`src/rtl/fm_audio_pkg.sv`:
```
// Shared constants for the FM audio sample-rate decimator.
package fm_audio_pkg;
  localparam int DEC_RATIO   = 10;
  localparam int SCALE_MUL   = 41;
  localparam int SCALE_SHIFT = 12;
  localparam int PHASE_W     = 4;
endpackage

```
`src/rtl/fm_boxcar_stage.sv`:
```
// Boxcar decimate-by-DEC_RATIO stage: sums DEC_RATIO enabled samples and
// emits the sum with a one-cycle valid pulse.
module fm_boxcar_stage
  import fm_audio_pkg::*;
#(
  parameter int W_IN  = 16,
  parameter int W_OUT = 20
) (
  input  logic                     clk,
  input  logic                     reset,
  input  logic                     ce,
  input  logic signed [W_IN-1:0]   in,
  output logic signed [W_OUT-1:0]  out,
  output logic                     out_valid,
  output logic [PHASE_W-1:0]       phase
);

  logic signed [W_OUT-1:0] acc;

  // Accumulate enabled samples; on the last phase dump the sum and restart.
  always_ff @(posedge clk) begin
    if (reset) begin
      acc       <= '0;
      out       <= '0;
      out_valid <= 1'b0;
      phase     <= '0;
    end else begin
      out_valid <= 1'b0;
      if (ce) begin
        if (phase == PHASE_W'(DEC_RATIO - 1)) begin
          out       <= acc + W_OUT'(in);
          acc       <= '0;
          phase     <= '0;
          out_valid <= 1'b1;
        end else begin
          acc   <= acc + W_OUT'(in);
          phase <= phase + 1'b1;
        end
      end
    end
  end

endmodule

```
`src/rtl/fm_decimator.sv`:
```
// Two-stage boxcar decimator (3.58 MHz -> 358 kHz -> 35.8 kHz) with
// fixed-point rescale back to input amplitude and saturation.
module fm_decimator
  import fm_audio_pkg::*;
#(
  parameter int IN_W  = 16,
  parameter int MID_W = IN_W + 4
) (
  input  logic                     ex_clk_3m6,
  input  logic                     reset,
  input  logic signed [IN_W-1:0]   in_sample,
  output logic signed [MID_W-1:0]  mid_sample,
  output logic                     mid_valid,
  output logic                     clk_360k,
  output logic signed [IN_W-1:0]   out_sample,
  output logic                     out_valid,
  output logic                     clk_36k,
  output logic [PHASE_W-1:0]       clk_360k_counter,
  output logic [PHASE_W-1:0]       clk_36k_counter
);

  localparam int SUM_W  = IN_W + 7;
  localparam int PROD_W = IN_W + 13;

  logic signed [SUM_W-1:0]  sum2_p0;
  logic                     vld_p0;
  logic signed [PROD_W-1:0] prod_p1;
  logic                     vld_p1;

  // Multiply by the gain numerator; sized so 100 full-scale samples fit.
  function automatic logic signed [PROD_W-1:0] scale_mul(input logic signed [SUM_W-1:0] s);
    return PROD_W'(s) * PROD_W'(SCALE_MUL);
  endfunction

  // Floor-shift by the gain denominator, then clamp to the input range.
  function automatic logic signed [IN_W-1:0] sat_shift(input logic signed [PROD_W-1:0] p);
    logic signed [PROD_W-1:0] t;
    logic signed [PROD_W-1:0] hi;
    logic signed [PROD_W-1:0] lo;
    t  = p >>> SCALE_SHIFT;
    hi = PROD_W'((1 <<< (IN_W - 1)) - 1);
    lo = ~hi;
    if (t > hi)      return hi[IN_W-1:0];
    else if (t < lo) return lo[IN_W-1:0];
    else             return t[IN_W-1:0];
  endfunction

  fm_boxcar_stage #(.W_IN(IN_W), .W_OUT(MID_W)) u_stage1 (
    .clk       (ex_clk_3m6),
    .reset     (reset),
    .ce        (1'b1),
    .in        (in_sample),
    .out       (mid_sample),
    .out_valid (mid_valid),
    .phase     (clk_360k_counter)
  );

  fm_boxcar_stage #(.W_IN(MID_W), .W_OUT(SUM_W)) u_stage2 (
    .clk       (ex_clk_3m6),
    .reset     (reset),
    .ce        (mid_valid),
    .in        (mid_sample),
    .out       (sum2_p0),
    .out_valid (vld_p0),
    .phase     (clk_36k_counter)
  );

  // Scale pipeline: p0 -> p1 multiply, p1 -> output shift and saturate.
  always_ff @(posedge ex_clk_3m6) begin
    if (reset) begin
      prod_p1    <= '0;
      vld_p1     <= 1'b0;
      out_sample <= '0;
      out_valid  <= 1'b0;
    end else begin
      vld_p1    <= vld_p0;
      if (vld_p0) prod_p1 <= scale_mul(sum2_p0);
      out_valid <= vld_p1;
      if (vld_p1) out_sample <= sat_shift(prod_p1);
    end
  end

  assign clk_360k = mid_valid;
  assign clk_36k  = out_valid;

endmodule

```
`config.mk`:
```
export PLATFORM = sky130hd
export DESIGN_NAME = fm_decimator
export DESIGN_NICKNAME = d
export VERILOG_FILES = /design/src/rtl/fm_audio_pkg.sv /design/src/rtl/fm_boxcar_stage.sv /design/src/rtl/fm_decimator.sv
export SDC_FILE = /design/constraint.sdc
export NUM_CORES = 1
export LEC_CHECK = 0
export BUFFER_PORTS_ARGS = -buffer_cell sky130_fd_sc_hd__buf_4
export CORE_ASPECT_RATIO = 1.25
export CORE_UTILIZATION = 55
export CTS_CLUSTER_DIAMETER = 30
export DETAILED_ROUTE_END_ITERATION = 6
export GPL_TIMING_DRIVEN = 0
export HOLD_SLACK_MARGIN = 0.02
export MAX_ROUTING_LAYER = met4
export PLACE_DENSITY = 0.74
export SETUP_SLACK_MARGIN = 0.05
export SLEW_MARGIN = 20
export SYNTH_ARGS = -nofsm -noshare
export SYNTH_HDL_FRONTEND = slang
export SYNTH_SLANG_ARGS = --single-unit
```
`constraint.sdc`:
```
create_clock -name ex_clk_3m6 -period 4.8 [get_ports ex_clk_3m6]
set_input_delay 0.72 -clock ex_clk_3m6 [delete_from_list [all_inputs] [get_ports ex_clk_3m6]]
set_output_delay 0.72 -clock ex_clk_3m6 [all_outputs]
set_load 0.1 [all_outputs]
```
==> reports/results.tsv <==
stage	metric	value	unit
logic_synthesis	yosys_register_bits	131	
setup_path	rr_worst_depth	13	
final_layout	diodes	0	
clock_network	cts_buffers	17	
floorplanning	num_rows	52	
floorplanning	core	16140	sq um
sta	rsz0062_at_grt	false	
sta	period_minus_slack	3767	ps
routing	ant_nets	0	
routing	vias	7997	
clock_network	clk_pin_slew	60	ps
setup_path	r2r_start	u_stage2.out[11]$_SDFFE_PP0P_	
placement	io_buffers	64	
setup_path	rr_endpoint	prod_p1[26]$_SDFFE_PP0P_	
power	power_density	307.7	nW/um^2
grt	grt_usage	0.2813	
min_path	hold_path_depth	2	
logic_synthesis	synth-main-ff-cell	dfxtp_1	
status	status	finished clean	
logic_synthesis	syn_nets	1241	
routing	drt-total-wl	21920	um
grt	grt_max_degree	17	
logic_synthesis	ys_warn_count	0	
sta	relSlewSlack	0.4028	
setup_path	start_kind	flip-flop	
sta	max_freq	265.5	MHz
setup_path	cp.required	5110	ps
clock_network	cts-resized-gates	0	
grt	antenna_found_initial	0	
clock_network	cts_hold_buffers	0	
setup_path	crit_type	reg -> reg	
routing	post_drt_wl_per_cell	15.67	um
placement	place_inst	1367	
floorplanning	initial_core_util	0.5592	
floorplanning	die_w	116.6	um
clock_network	clk_path_buf_depth	2	
clock_network	numClockSinks	131	
setup_path	path_max_fanout	6	
sta	setup_viol	0	
power	power	3.198	mW
routing	drt-initial-drc-count	371	
grt	grt_overflow	0	
floorplanning	fp.dieH	145.2	um
final_layout	area_growth	15.17	%
clock_network	clock_latency	430	ps
clock_network	cts_tree	built	
placement	place_hpwl	16960	um
final_layout	final_core_util	0.6441	
setup_path	end_kind	flip-flop	
power	ir_worst_vdd	378.4	uV
sta	period_share	0.7847	
logic_synthesis	syn_area_per_cell	8.301	sq um
final_layout	layoutNonFillerInstCount	1399	
final_layout	final_nets	1324	
logic_synthesis	ys_seq_area_frac	0.2906	
sta	slew_violations	0	
clock_network	cts-root-buf	clkbuf_16	
placement	gp_congestion	0.9133	
min_path	min-delay-start	u_stage2.acc[17]$_SDFFE_PP0P_	
min_path	whs_endpoint	u_stage2.acc[17]$_SDFFE_PP0P_	
clock_network	postCtsSetupBuffers	0	
clock_network	h-tree-depth	4	
logic_synthesis	postSynthCellCount	1087	
routing	first_pass_iters	5	
final_layout	drive_gt1_frac	0.09806	
floorplanning	ios	66	
power	leakagePower	4.764	nW
logic_synthesis	async_flop_share	0	
sta	hold_viol_final	0	
routing	viasPerCell	5.716	
job	maxCapViolCount	0	
setup_path	arrival	4080	ps
final_layout	final_cell_mix	131 x dfxtp_1, 112 x ha_1, 109 x nor2_1	
floorplanning	die-area	16930	sq um
min_path	hp-class	reg -> reg	
routing	drc	0	
sta	tightest_slew	888.9	ps
logic_synthesis	syn_area	9024	sq um
logic_synthesis	synth_edf_count	0	
sta	setup_tns	0	ps
final_layout	final_common_cell	dfxtp_1	
grt	grt_pass1_vias	7849	
sta	fin_skew	12.05	ps
logic_synthesis	ys_types	71	
setup_path	regToRegSetupSlack	1030	ps
grt	grt_pass1_wl	36360	um
## final cells by class
class,instances,area (sq um)
inverter,109,409.1
sequential,131,2623
clock buffer,19,442.9
buffer,42,181.4
clock inverter,13,175.2
timing repair buffer,64,480.5
tap,216,270.3
fill,1437,5743
multi-input combinational,805,5811
## sequential cells by signal, summed over array words and instances, names as in the netlist
name,count
u_stage2.acc,23
u_stage2.out,23
u_stage1.acc,20
u_stage1.out,20
prod_p1,17
out_sample,16
u_stage1.phase,4
u_stage2.phase,4
clk_36k,1
u_stage1.out_valid,1
u_stage2.out_valid,1
vld_p1,1
## stage by stage
| step | hold WS (ps) | setup WS, ps | cell area, sq um |
|---|---|---|---|
| floorplan | 426.2 | 1521 | 9024 |
| global placement | 436.8 | 1126 | 9774 |
| detailed placement | 439.3 | 1113 | 9774 |
| CTS | 451.7 | 1081 | 10390 |
| global route | 473.3 | 850.7 | 10390 |
| finish | 451.9 | 1033 | 10390 |
## worst max-delay path: stages (launching register included)
cell and delay [ps]:
dfxtp_1 440, ha_1 280, ha_1 280, inv_1 50, fa_1 490, inv_1 40
ha_1 390, and4_1 270, nor2b_1 210, nor3_1 80, a211oi_1 530, o21bai_1 140
a21o_1 200, a32o_1 250
## power by group
group | switching (mW) | internal, mW | total (mW)
sequential | 0.0256 | 1.16 | 1.18
clock | 0.533 | 0.840 | 1.37
combinational | 0.386 | 0.256 | 0.642
total | 0.945 | 2.25 | 3.20
## worst max-delay path by stage
stage | from | cells after the start | end | slack [ps]
6_report | u_stage2.out[11]$_SDFFE_PP0P_ | 13 | prod_p1[26]$_SDFFE_PP0P_ | 1030
5_1_grt | u_stage2.out[7]$_SDFFE_PP0P_ | 13 | prod_p1[28]$_SDFFE_PP0P_ | 850
4_1_cts | u_stage2.out[11]$_SDFFE_PP0P_ | 13 | prod_p1[26]$_SDFFE_PP0P_ | 1080
3_5_place_dp | u_stage2.out[11]$_SDFFE_PP0P_ | 13 | prod_p1[26]$_SDFFE_PP0P_ | 1110
3_3_place_gp | u_stage2.out[11]$_SDFFE_PP0P_ | 13 | prod_p1[26]$_SDFFE_PP0P_ | 1130
2_1_floorplan | u_stage2.out[21]$_SDFFE_PP0P_ | 13 | prod_p1[28]$_SDFFE_PP0P_ | 1520
## logic make-up after synthesis
group,after synthesis,share of synthesized area
and+or+nand+nor,332,0.1701
AOI/OAI and AO/OA,291,0.2178
buffers and inverters,151,0.06545
adders and majority gates,136,0.2085
DFF,131,0.2906
xor gates and xnor gates,37,0.03744
muxes,9,0.009984
## routing by layer
metal  part of all wire  GRT usage
met5                  0          -
met4              0.043     0.1494
met3              0.031    0.03843
met2               0.52     0.5006
met1               0.40     0.2942
## synthesized netlist by cell type (all sizes together) (20+ instances only)
cell type    n  area, sq um
clkbuf      33        123.9
a211oi      20        150.1
nor3        21        110.1
nor2       109        409.1
fa          24        480.5
inv        107        401.6
nand2       96        360.4
xnor2       22        192.7
a21o        20        150.1
a21oi       71        374.1
dfxtp      131         2623
o21ai       70        354.1
ha         112         1401
nand3       35        175.2
Power figures use the tool's default switching activity.
